### src/rtl/cpu_run_controller_pkg.sv
// Shared definitions for the accumulator-CPU run controller: host command
// opcodes, CTRL sub-codes, controller state encoding and halt-cause codes.
package cpu_ctrl_pkg;

  // Host command opcodes (cmd_op)
  localparam logic [1:0] OP_LOAD_ADDR = 2'b00;
  localparam logic [1:0] OP_WRITE     = 2'b01;
  localparam logic [1:0] OP_CTRL      = 2'b10;
  localparam logic [1:0] OP_SET_BKPT  = 2'b11;

  // CTRL sub-codes carried in cmd_data[1:0]
  localparam logic [1:0] CTRL_HALT     = 2'b00;
  localparam logic [1:0] CTRL_RUN      = 2'b01;
  localparam logic [1:0] CTRL_STEP     = 2'b10;
  localparam logic [1:0] CTRL_CORE_RST = 2'b11;

  // Reasons the controller last entered HALT
  localparam logic [1:0] CAUSE_RESET = 2'b00;
  localparam logic [1:0] CAUSE_HOST  = 2'b01;
  localparam logic [1:0] CAUSE_BKPT  = 2'b10;
  localparam logic [1:0] CAUSE_STEP  = 2'b11;

  // Controller states
  typedef enum logic [1:0] {
    ST_HALT     = 2'b00,
    ST_RUN      = 2'b01,
    ST_STEP     = 2'b10,
    ST_CORE_RST = 2'b11
  } state_t;

  // True when a command op may be accepted in the given state
  function automatic logic op_accepted_in(input state_t st, input logic [1:0] op);
    logic ok;
    ok = 1'b0;
    case (st)
      ST_HALT: ok = 1'b1;
      ST_RUN:  ok = (op == OP_CTRL);
      default: ok = 1'b0;
    endcase
    return ok;
  endfunction

endpackage

### src/rtl/cpu_run_controller_if.sv
// Host command channel plus the instruction-memory write port. The host
// side (master) issues commands; the controller (slave) answers with
// cmd_ready and produces the registered memory write strobe.
interface cpu_run_controller_if #(
  parameter int ADDR_W = 8
);

  logic              cmd_valid;
  logic              cmd_ready;
  logic [1:0]        cmd_op;
  logic [7:0]        cmd_data;

  logic              mem_we;
  logic [ADDR_W-1:0] mem_waddr;
  logic [7:0]        mem_wdata;

  modport master (
    output cmd_valid,
    output cmd_op,
    output cmd_data,
    input  cmd_ready,
    input  mem_we,
    input  mem_waddr,
    input  mem_wdata
  );

  modport slave (
    input  cmd_valid,
    input  cmd_op,
    input  cmd_data,
    output cmd_ready,
    output mem_we,
    output mem_waddr,
    output mem_wdata
  );

endinterface

### src/rtl/cpu_run_controller.sv
// Host-facing run controller for the 8-bit accumulator core: loads program
// bytes, gates the core clock-enable, pulses the core reset, and implements
// halt / run / single-step with one PC breakpoint and a retired counter.
module cpu_run_controller
  import cpu_ctrl_pkg::*;
#(
  parameter int ADDR_W     = 8,
  parameter int RST_CYCLES = 4,
  parameter int INSTRET_W  = 16
) (
  input  logic                 clk,
  input  logic                 rst_n,
  cpu_run_controller_if.slave  bus,
  input  logic [ADDR_W-1:0]    core_pc,
  output logic                 core_en,
  output logic                 core_rst_n,
  output logic                 halted,
  output logic [1:0]           halt_cause,
  output logic [INSTRET_W-1:0] instret
);

  // Width of the core-reset timer; it counts RST_CYCLES-1 down to 0
  localparam int RST_CNT_W = (RST_CYCLES > 1) ? $clog2(RST_CYCLES) : 1;
  localparam logic [RST_CNT_W-1:0] RST_LOAD = RST_CNT_W'(RST_CYCLES - 1);

  state_t                 state;
  state_t                 state_next;
  logic [1:0]             cause;
  logic [1:0]             cause_next;
  logic                   rst_cnt_load;
  logic [RST_CNT_W-1:0]   rst_cnt;
  logic [ADDR_W-1:0]      wptr;
  logic [ADDR_W-1:0]      bkpt_pc;
  logic                   bkpt_en;
  logic [INSTRET_W-1:0]   instret_q;
  logic                   accept;
  logic                   ctrl_cmd;
  logic [1:0]             ctrl_code;
  logic                   bkpt_hit;
  logic                   core_rst_done;

  // Command handshake and decoded control terms
  always_comb begin
    bus.cmd_ready = op_accepted_in(state, bus.cmd_op);
    accept        = bus.cmd_valid & bus.cmd_ready;
    ctrl_cmd      = accept & (bus.cmd_op == OP_CTRL);
    ctrl_code     = bus.cmd_data[1:0];
    bkpt_hit      = bkpt_en & (core_pc == bkpt_pc) & (state == ST_RUN);
    core_rst_done = (state == ST_CORE_RST) && (rst_cnt == '0);
  end

  // Core-facing outputs; the breakpoint gates core_en in the same cycle
  always_comb begin
    core_en    = ((state == ST_RUN) & ~bkpt_hit) |
                 (state == ST_STEP) |
                 (state == ST_CORE_RST);
    core_rst_n = (state != ST_CORE_RST);
    halted     = (state == ST_HALT);
    halt_cause = cause;
    instret    = instret_q;
  end

  // Next-state and halt-cause selection
  always_comb begin
    state_next   = state;
    cause_next   = cause;
    rst_cnt_load = 1'b0;
    case (state)
      ST_HALT: begin
        if (ctrl_cmd) begin
          case (ctrl_code)
            CTRL_HALT:     cause_next = CAUSE_HOST;
            CTRL_RUN:      state_next = ST_RUN;
            CTRL_STEP:     state_next = ST_STEP;
            CTRL_CORE_RST: begin
              state_next   = ST_CORE_RST;
              rst_cnt_load = 1'b1;
            end
            default:       state_next = ST_HALT;
          endcase
        end
      end
      ST_RUN: begin
        if (ctrl_cmd && (ctrl_code == CTRL_CORE_RST)) begin
          state_next   = ST_CORE_RST;
          rst_cnt_load = 1'b1;
        end else if (ctrl_cmd && ((ctrl_code == CTRL_HALT) || (ctrl_code == CTRL_STEP))) begin
          state_next = ST_HALT;
          cause_next = CAUSE_HOST;
        end else if (bkpt_hit) begin
          state_next = ST_HALT;
          cause_next = CAUSE_BKPT;
        end
      end
      ST_STEP: begin
        state_next = ST_HALT;
        cause_next = CAUSE_STEP;
      end
      ST_CORE_RST: begin
        if (core_rst_done) begin
          state_next = ST_HALT;
          cause_next = CAUSE_RESET;
        end
      end
      default: begin
        state_next = ST_HALT;
        cause_next = CAUSE_RESET;
      end
    endcase
  end

  // State and halt-cause registers
  always_ff @(posedge clk or negedge rst_n) begin
    if (!rst_n) begin
      state <= ST_HALT;
      cause <= CAUSE_RESET;
    end else begin
      state <= state_next;
      cause <= cause_next;
    end
  end

  // Core-reset timer: loaded on entry, counts down while the core is held
  always_ff @(posedge clk or negedge rst_n) begin
    if (!rst_n) begin
      rst_cnt <= '0;
    end else if (rst_cnt_load) begin
      rst_cnt <= RST_LOAD;
    end else if ((state == ST_CORE_RST) && (rst_cnt != '0)) begin
      rst_cnt <= rst_cnt - 1'b1;
    end
  end

  // Program-load path: registered write strobe and auto-incrementing pointer
  always_ff @(posedge clk or negedge rst_n) begin
    if (!rst_n) begin
      bus.mem_we    <= 1'b0;
      bus.mem_waddr <= '0;
      bus.mem_wdata <= '0;
      wptr          <= '0;
    end else begin
      bus.mem_we <= accept & (bus.cmd_op == OP_WRITE);
      if (accept && (bus.cmd_op == OP_WRITE)) begin
        bus.mem_waddr <= wptr;
        bus.mem_wdata <= bus.cmd_data;
        wptr          <= wptr + 1'b1;
      end else if (accept && (bus.cmd_op == OP_LOAD_ADDR)) begin
        wptr <= ADDR_W'(bus.cmd_data);
      end
    end
  end

  // Breakpoint register: armed by SET_BKPT, only cleared by rst_n
  always_ff @(posedge clk or negedge rst_n) begin
    if (!rst_n) begin
      bkpt_pc <= '0;
      bkpt_en <= 1'b0;
    end else if (accept && (bus.cmd_op == OP_SET_BKPT)) begin
      bkpt_pc <= ADDR_W'(bus.cmd_data);
      bkpt_en <= 1'b1;
    end
  end

  // Retired-instruction counter: saturating, cleared when a core reset ends
  always_ff @(posedge clk or negedge rst_n) begin
    if (!rst_n) begin
      instret_q <= '0;
    end else if (core_rst_done) begin
      instret_q <= '0;
    end else if (core_en && core_rst_n && (instret_q != '1)) begin
      instret_q <= instret_q + 1'b1;
    end
  end

endmodule

### src/flat_wrapper.sv
// flat-port wrapper written by rule: the top's interface ports become plain ports
module cpu_run_controller_flat import cpu_ctrl_pkg::*;
#(
  parameter int ADDR_W     = 8,
  parameter int RST_CYCLES = 4,
  parameter int INSTRET_W  = 16
)
  (clk, rst_n, core_pc, core_en, core_rst_n, halted, halt_cause, instret, bus_cmd_valid, bus_cmd_op, bus_cmd_data, bus_cmd_ready, bus_mem_we, bus_mem_waddr, bus_mem_wdata);
  cpu_run_controller_if #(.ADDR_W(ADDR_W)) bus_i ();
  input  logic clk;
  input  logic rst_n;
  input  logic [ADDR_W-1:0] core_pc;
  output logic core_en;
  output logic core_rst_n;
  output logic halted;
  output logic [1:0] halt_cause;
  output logic [INSTRET_W-1:0] instret;
  input wire logic [$bits(bus_i.cmd_valid)-1:0] bus_cmd_valid;
  input wire logic [$bits(bus_i.cmd_op)-1:0] bus_cmd_op;
  input wire logic [$bits(bus_i.cmd_data)-1:0] bus_cmd_data;
  output wire logic [$bits(bus_i.cmd_ready)-1:0] bus_cmd_ready;
  output wire logic [$bits(bus_i.mem_we)-1:0] bus_mem_we;
  output wire logic [$bits(bus_i.mem_waddr)-1:0] bus_mem_waddr;
  output wire logic [$bits(bus_i.mem_wdata)-1:0] bus_mem_wdata;
  assign bus_i.cmd_valid = bus_cmd_valid;
  assign bus_i.cmd_op = bus_cmd_op;
  assign bus_i.cmd_data = bus_cmd_data;
  assign bus_cmd_ready = bus_i.cmd_ready;
  assign bus_mem_we = bus_i.mem_we;
  assign bus_mem_waddr = bus_i.mem_waddr;
  assign bus_mem_wdata = bus_i.mem_wdata;
  cpu_run_controller #(.ADDR_W(ADDR_W), .RST_CYCLES(RST_CYCLES), .INSTRET_W(INSTRET_W)) u_core (.clk(clk), .rst_n(rst_n), .bus(bus_i), .core_pc(core_pc), .core_en(core_en), .core_rst_n(core_rst_n), .halted(halted), .halt_cause(halt_cause), .instret(instret));
endmodule
### config.mk
export PLATFORM = sky130hd
export DESIGN_NAME = cpu_run_controller_flat
export DESIGN_NICKNAME = d
export VERILOG_FILES = /design/src/rtl/cpu_run_controller_pkg.sv /design/src/rtl/cpu_run_controller_if.sv /design/src/rtl/cpu_run_controller.sv /design/src/flat_wrapper.sv
export SDC_FILE = /design/constraint.sdc
export NUM_CORES = 1
export LEC_CHECK = 0
export CAP_MARGIN = 5
export CORE_UTILIZATION = 46
export CTS_BUF_LIST = sky130_fd_sc_hd__clkbuf_16
export DETAILED_ROUTE_END_ITERATION = 10
export PLACE_DENSITY = 0.76
export SKIP_CTS_REPAIR_TIMING = 1
export SYNTH_ARGS = -nofsm -noshare
export SYNTH_HDL_FRONTEND = slang
export SYNTH_SLANG_ARGS = --single-unit
### constraint.sdc
create_clock -name clk -period 1.75 [get_ports clk]
set_input_delay 0.2625 -clock clk [delete_from_list [all_inputs] [get_ports clk]]
set_output_delay 0.2625 -clock clk [all_outputs]
set_load 0.1 [all_outputs]
# Yosys cells after proc, flatten, opt, wreduce, memory -nomap -nowiden
# Cells that the tools add are included.
# totals
register_bits	56
in_bits	21
wordCells	85
# classes
add_sub_neg	3
eq_ne	19
n_mux	24
bitwise	9
reduce_logical	20
# op_table
op	n
16-bit two-way mux	2
2-bit two-way mux	12
16-bit by 1-bit adder with 16-bit output, second input constant	1
8-bit two-way mux	2
16-bit inequality test, second input constant	1
2-bit case mux with 4 select lines	2
2-bit equality test, second input constant	6
1-bit logical AND	9
8-bit by 1-bit adder with 8-bit output, second input constant	1
8-bit equality test	1
2-bit logical NOT	4
2-bit nonzero test	4
1-bit bitwise AND	6
2-bit by 1-bit equality test with 1-bit output, second input constant	3
2-bit by 1-bit inequality test with 1-bit output, second input constant	3
2-bit case mux with 3 select lines	1
5-bit AND reduction	1
2-bit inequality test, second input constant	2
4-bit by 1-bit inequality test with 1-bit output, second input constant	1
4-bit by 3-bit inequality test with 1-bit output, second input constant	1
1-bit case mux with 2 select lines	2
4-bit AND reduction	1
1-bit two-way mux	3
3-bit by 2-bit inequality test with 1-bit output, second input constant	1
other kinds (4)	5

# Longest topological paths before layout
# Gate-level depths: netlist (run 1).
# depth
word_depth	11
mapped_depth	7

# Least setup slack after synthesis (run 1)
# OpenSTA, ideal clock, no wires.
# synth_path
kind	register -> output
from	reg u_core.bkpt_pc[4]
to	out core_en
t_arrival_ns	2.836
path_slack_ns	-1.348
stages_incl_launch_ff	5
n_path_buf	0
cell_sequence	dfrtp_1 > xnor2_1 > nand4_1 > nor3_2 > o21ai_0
# synth_between
elab_chain_cells	7
# synth_rtl
item	line_no	text
start, declared	cpu_run_controller.sv:33	logic [ADDR_W-1:0] bkpt_pc;
start signal, assigned	cpu_run_controller.sv:159	bkpt_pc <= ADDR_W'(bus.cmd_data);
8-bit equality test	cpu_run_controller.sv:48	bkpt_hit = bkpt_en & (core_pc == bkpt_pc) & (state == ST_RUN);
1-bit bitwise AND (2 in series)	cpu_run_controller.sv:48	
1-bit NOT	cpu_run_controller.sv:54	core_en = ((state == ST_RUN) & ~bkpt_hit) |
1-bit bitwise AND	cpu_run_controller.sv:54	
1-bit bitwise OR	cpu_run_controller.sv:54	
1-bit bitwise OR	cpu_run_controller.sv:55	(state == ST_STEP) |
end, declared	flat_wrapper.sv:13	output logic core_en;
# No other way between the ends.

# Worst setup path after layout (run 1)
# layout_path
from	reg u_core.bkpt_pc[5]
to	out core_en
# The elaborated chain is that of the path after synthesis.

==> summary.txt, run 1 <==
Timing
  – Final Max Slew Viols: 0
  – Worst-margin pin slew: between 500 and 600 ps
  – RSZ-0062 raised after global routing: yes
  – Tmin final: about 2100 ps
  – Final setup violation count: 20
  – Hold Slack: roughly 470 ps
  – Fmax: around 470 MHz
  – Worst Clk Skew: just over 4 ps
  – Relative slew slack: ~65%
  – Post-route setup slack: -379 ps
  – Final Hold Fails: 0
  – Crit share post-route: 122%

Global routing
  – M2 GR Usage: 42.9%
  – Vias in the first global route: about 2500
  – Largest net degree at the start of global routing: 57
  – Tot GR Track Use: a little under a quarter
  – Met1 usage: a little over a quarter
  – Initial antenna violation count: 0
  – Gr ovfl total: 0
  – GR Layer Usage met3: approximately 4.9%
  – First-pass GRT wire length: about 12 mm
  – GRT Max-Usage Layer: met2

Route
  – # DRC: 0
  – Post-route ant nets: 0
  – Initial DRC Count: 178
  – Via count: between 2000 and 3000
  – First-pass detailed-route iteration total: 4
  – Routed vias/inst: 5.54
  – DR WL/cell: around 16 um
  – Final wirelength: between 7 and 8 mm

Floorplanning
  – Initial Util: about 48%
  – Die X: about 80 um
  – I/O pin total: 60
  – Core footprint: 0.00592 sq mm
  – Std cell rows: 28
  – Die height: 80.5 um
  – Die ar.: roughly 0.0065 sq mm

Finish
  – Commonest cells after routing, fill and taps aside: buf_4 (56), buf_12 (41), dfrtp_1 (38), nand2_1 (27), clkdlybuf4s50_1 (16)
  – Area delta synth->final: 68.8%
  – Most common cell after layout, fill and taps aside: buf_4
  – Fin nets: between 400 and 500
  – Share of cells above drive strength 1: a little under half
  – FILL cells: around 310
  – Antenna Diode Count: 0
  – Fin util: 80.8%

Worst setup path
  – Critical path, cell by cell: xnor2_2 > nand4_1 > nor3_2 > buf_4 > o21ai_4 > buf_12
  – Worst path slowest cell: dfrtp_1
  – Worst endpoint required time: about 1500 ps
  – Critical Path Start Type: register
  – Critical path buffer and inverter count: 2
  – CP Class: register to output port
  – Crit-path max FO: 2
  – CP Data Arrival Time: 1870 ps
  – Critical path capture point type: output port
  – Critical Path Max Stage Delay: about 420 ps
  – Cell family with most CP delay: simple AND/OR/NAND/NOR gates

Outcome
  – Failing checks: setup timing
  – Outcome: complete, but fails checks

Placed design
  – Gpl congestion: 0.798
  – Pre-CTS setup slack: -457 ps
  – DP Wirelength: between 5 and 6 mm
  – Port Buffers: 59

Synth
  – Gate Count Post-Synth: 265
  – Flops & latches, synth: between 50 and 60
  – Synthesized net count: a little under 300
  – YS warnings: 0
  – Synthesized cell area: 0.00283 sq mm
  – Netlist cell types: between 40 and 50
  – Sequential fraction of the synthesis area: 49.4%
  – Syn Area/Cell: around 11 sq um

Clocking
  – Htree depth: 2
  – CTS tree: yes
  – CTS Sinks: between 50 and 60
  – Clk slew on worst S/H paths: around 70 ps
  – Worst-Skew Late Latency: about 290 ps
  – Root Driver: clkbuf_16
  – Clock Tree Buf Depth: 2
  – CTS buffer count: 5

Power and ir drop
  – Leak Pwr: 2.19 nW
  – VDD IR max: about 0.0015 V
  – Power Density: approximately 1200 mW/mm^2

Run
  – Max Cap Viol: 0

Min path
  – Class of the worst hold path: register to register
## sequential cells by signal (all words and copies together) (netlist names)
| register | cells |
|---|---|
| u_core.wptr | 8 |
| u_core.bkpt_pc | 8 |
| u_core.instret | 16 |
| u_core.bkpt_en | 1 |
| u_core.state | 2 |
| u_core.bus.mem_we | 1 |
| u_core.bus.mem_waddr | 8 |
| u_core.halt_cause | 2 |
| u_core.rst_cnt | 2 |
| u_core.bus.mem_wdata | 8 |
## cells by family after synthesis
logic type	count (synthesis)	synth area share, %
simple gates	94	18.7
flops	56	49.4
compound gates	47	10.2
mux	32	12.4
buf+inv	17	2.60
xor+xnor	13	4.02
fa+ha+maj	6	2.65
## Yosys cell counts, drive strengths merged
cell | instances | area [sq um]
dfrtp | 56 | 1400
nand2 | 29 | 116
mux2 | 25 | 282
nor2 | 17 | 63.8
o21ai | 17 | 85.1
nand3 | 13 | 65.1
xnor2 | 13 | 114
a21oi | 12 | 60.1
and3 | 9 | 56.3
inv | 8 | 30.0
mux2i | 7 | 70.1
ha | 6 | 75.1
o22ai | 6 | 37.5
buf | 5 | 28.8
nand4 | 5 | 37.5
clkbuf | 4 | 15.0
nand2b | 4 | 25.0
nor3 | 4 | 30.0
and4 | 3 | 26.3
or3 | 3 | 23.8
a31o | 2 | 17.5
a31oi | 2 | 12.5
a41o | 2 | 20.0
nor4b | 2 | 47.6
o211ai | 2 | 15.0
or2 | 2 | 12.5
a2111o | 1 | 11.3
a221o | 1 | 10.0
a32o | 1 | 10.0
a41oi | 1 | 8.76
and4bb | 1 | 12.5
nor3b | 1 | 7.51
nor4 | 1 | 6.26
## area by class of cell
class	instances	area (sq um)	share of cell area, %
sequential	56	1450	30.4
clock buffer	5	125	2.62
inverter	8	30.0	0.628
clock inverter	3	46.3	0.968
tap	75	93.8	1.96
timing repair buffer	120	1480	30.9
multi-input combinational	192	1560	32.6
## metrics by stage
stage                     instances  total power, mW  instance area, sq um  TNS [ps]
after floorplan                 265             3.43                  3010     -3940
after global placement          438             4.52                  4400     -8220
after detailed placement        438             4.58                  4400     -9970
after CTS                       446             5.74                  4580     -2390
after global routing            459             6.01                  4780     -5550
final                           459             5.81                  4780     -5040
## power breakdown
group          switching [mW]  total, mW  leakage [nW]  internal (mW)
registers               0.267       1.83         0.639           1.56
logic                    1.69       2.83          1.47           1.14
clock network           0.467       1.15        0.0804          0.681
total                    2.42       5.81          2.19           3.38
## layer usage
layer | up-vias | routed length [um]
li1 | 1190 | -
met1 | 1245 | 2980
met2 | 78 | 4010
met3 | 29 | 324
met4 | 0 | 257
met5 | - | 0
## worst reg2reg max path: stages, from the launching register on
cell	delay [ps]
dfrtp_1	420
xnor2_2	200
nand4_1	240
nor3_2	300
buf_4	170
nor2_2	40
a221o_1	310
mux2_4	310
## path summary, 6_finish.rpt
kind | end | from | depth (start not counted) | slack [ps]
setup / recovery | core_en | u_core.bkpt_pc[5] | 6 | -380
hold / removal | u_core.bkpt_en | u_core.bkpt_en | 1 | 470
setup reg to reg | u_core.halt_cause[1] | u_core.bkpt_pc[5] | 7 | -360
hold reg to reg | u_core.bkpt_en | u_core.bkpt_en | 1 | 470
max in group asynchronous | u_core.instret[7] | rst_n | 3 | 980
min in group asynchronous | u_core.instret[3] | rst_n | 3 | 490
Note: power is estimated with default switching activity, not from simulation.
==> run 2: changes to the inputs <==
--- a/config.mk
+++ b/config.mk
@@ -6,10 +6,10 @@
 export NUM_CORES = 1
 export LEC_CHECK = 0
 export CAP_MARGIN = 5
-export CORE_UTILIZATION = 46
+export CORE_UTILIZATION = 50
 export CTS_BUF_LIST = sky130_fd_sc_hd__clkbuf_16
 export DETAILED_ROUTE_END_ITERATION = 10
-export PLACE_DENSITY = 0.76
+export PLACE_DENSITY = 0.79
 export SKIP_CTS_REPAIR_TIMING = 1
 export SYNTH_ARGS = -nofsm -noshare
 export SYNTH_HDL_FRONTEND = slang
==> constraint.sdc (replaced) <==
create_clock -name clk -period 2.2 [get_ports clk]
set_input_delay 0.33 -clock clk [delete_from_list [all_inputs] [get_ports clk]]
set_output_delay 0.33 -clock clk [all_outputs]
set_load 0.1 [all_outputs]
==> run 2 against run 1 <==
  * The run now ends clean
  * Power is 32% lower
  * Combinational power is 42% lower
  * Critical endpoint unchanged
  * Final cell count is 11% lower
  * Sequential share of layout area is 7.4 points higher
  * Clock power is 22% lower
  * Largest cell class is now flip-flops and latches
  * Design area is 22% lower
  * Critical path depth is 1 higher
  * Count of clock-buffer cells in the layout stayed put
  * Register-to-register slack better by 520 ps
  * Core utilization is 13 points lower
  * Global-route usage is 0.92 points lower
  * Sequential cell count stayed put
==> summary.txt, run 2 (synthesized netlist as in run 1, its figures left out) <==
Route
  – Routed vias/inst: 5.50
  – DR WL/cell: 15.0 um
  – Via count: roughly 2300
  – Initial DRC Count: 75
  – # DRC: 0
  – First-pass detailed-route iteration total: 4
  – Post-route ant nets: 0
  – Final wirelength: a little over 6 mm

Global routing
  – First-pass GRT wire length: ~11 mm
  – Tot GR Track Use: 22.4%
  – Largest net degree at the start of global routing: 33
  – Vias in the first global route: ~2200
  – Initial antenna violation count: 0
  – Gr ovfl total: 0

Timing
  – Relative slew slack: between 50% and 60%
  – Final setup violation count: 0
  – Hold Slack: 44.8 ps
  – RSZ-0062 raised after global routing: no
  – Final Max Slew Viols: 0
  – Tmin final: ~2100 ps
  – Final Hold Fails: 0
  – Post-route setup slack: around 70 ps
  – Crit share post-route: a little over nine tenths
  – Worst-margin pin slew: 603 ps
  – Worst Clk Skew: 7.02 ps
  – Fmax: ~470 MHz

Worst setup path
  – Critical path buffer and inverter count: 3
  – Capturing point of the worst reg2reg path: u_core.instret[6]
  – Critical Path Max Stage Delay: approximately 500 ps
  – Worst path slowest cell: clkdlybuf4s50_1
  – Critical path capture point type: output port
  – Cell family with most CP delay: buffers and inverters
  – Critical Path Start Type: input pin
  – CP Data Arrival Time: between 1500 and 2000 ps
  – CP Depth: 7
  – Worst Reg2Reg Path Length in Cells: 7
  – Critical path, cell by cell: clkdlybuf4s50_1 > xnor2_1 > nand3_1 > nor3_2 > buf_4 > o21ai_2 > buf_12
  – Worst setup endpoint: core_en
  – Crit-path max FO: 3
  – Launch point of the worst reg-to-reg path: u_core.instret[0]
  – Flop2flop setup slack: 160 ps
  – Crit path from: core_pc[3]
  – Worst endpoint required time: 1870 ps
  – CP Class: input pin to output port

Floorplanning
  – Die X: just under 80 um
  – Initial Util: around half
  – Core footprint: around 0.0055 sq mm
  – Die height: 77.3 um
  – Die ar.: approximately 0.0060 sq mm
  – Std cell rows: 27
  – I/O pin total: 60

Placed design
  – Pre-CTS setup slack: -35.8 ps
  – DP Wirelength: ~4.7 mm
  – Post-DP Area: 0.00357 sq mm
  – Gpl congestion: 0.815
  – Port Buffers: between 50 and 60

Clocking
  – Clk slew on worst S/H paths: roughly 70 ps
  – CTS Sinks: 56
  – CTS buffer count: 5
  – Root Driver: clkbuf_16
  – Worst-Skew Late Latency: between 200 and 300 ps
  – Clock Tree Buf Depth: 2
  – CTS tree: yes
  – Htree depth: 2

Finish
  – Max reg flops: 16
  – Fin util: 68.3%
  – Commonest cells after routing, fill and taps aside: buf_4 (49), dfrtp_1 (48), nand2_1 (28), clkdlybuf4s50_1 (19)
  – FILL cells: around 420
  – Antenna Diode Count: 0
  – Fin nets: ~360
  – Share of cells above drive strength 1: 30.2%
  – Finished Cell Area: 0.00374 sq mm
  – Area delta synth->final: 31.8%
  – Most common cell after layout, fill and taps aside: buf_4

Run
  – Max Cap Viol: 0

Min path
  – Class of the worst hold path: input pin to async pin

Power and ir drop
  – Power Density: 1060 mW/mm^2
  – VDD IR max: 0.000801 V
  – Leak Pwr: 1.73 nW

Outcome
  – Outcome: completed
[run 2: cell types whose count changed in the layout (fill, tap and decap cells not counted), moves of 3 or more]
cell / change
nand3_1: +4
nor2_1: +3
xnor2_1: +3
dlymetal6s2s_1: -3
xnor2_2: -3
clkdlybuf4s50_1: +3
dfrtp_4: -12
mux2_2: +8
buf_12: -36
dfrtp_1: +10
nand3_2: -4
buf_4: -7
mux2_4: -10
[run 2: area by class of cell]
cell class / instances / area (sq um) / share of cell area (%)
clock inverter: 3 / 42.5 / 1.14
tap: 72 / 90.1 / 2.41
sequential: 56 / 1410 / 37.8
inverter: 8 / 30.0 / 0.804
clock buffer: 5 / 125 / 3.35
timing repair buffer: 74 / 663 / 17.7
multi-input combinational: 192 / 1370 / 36.8
[run 2: worst min-delay path by stage]
stage | endpoint | from | slack, ps | cells past startpoint
after floorplan | u_core.bkpt_en | rst_n | 30 | 0
after global placement | u_core.rst_cnt[0] | rst_n | 380 | 1
after global routing | u_core.halt_cause[1] | rst_n | 80 | 1
final | u_core.halt_cause[1] | rst_n | 40 | 1
after CTS | u_core.rst_cnt[0] | rst_n | 60 | 1
after detailed placement | u_core.rst_cnt[0] | rst_n | 370 | 1
[run 2: routing by layer]
| layer | share of wire [%] | global-route usage (%) |
|---|---|---|
| met4 | 0.98 | 6.04 |
| met1 | 44 | 29.5 |
| met2 | 50 | 37.4 |
| met3 | 5.1 | 4.64 |
| met5 | 0 | 0 |
[run 2: stage by stage]
step | setup TNS (ps) | instances | total power, mW
CTS | 0 | 410 | 3.98
finish | 0 | 410 | 3.95
detailed placement | -71.5 | 402 | 3.08
global placement | 0 | 402 | 3.05
floorplan | -898 | 265 | 2.66
global route | 0 | 410 | 4.11
[run 2: where the power goes]
part           internal [mW]  switching [mW]  total, mW
registers               1.23           0.171       1.40
clock network          0.535           0.359      0.894
logic                  0.426            1.23       1.65
total                   2.19            1.76       3.95
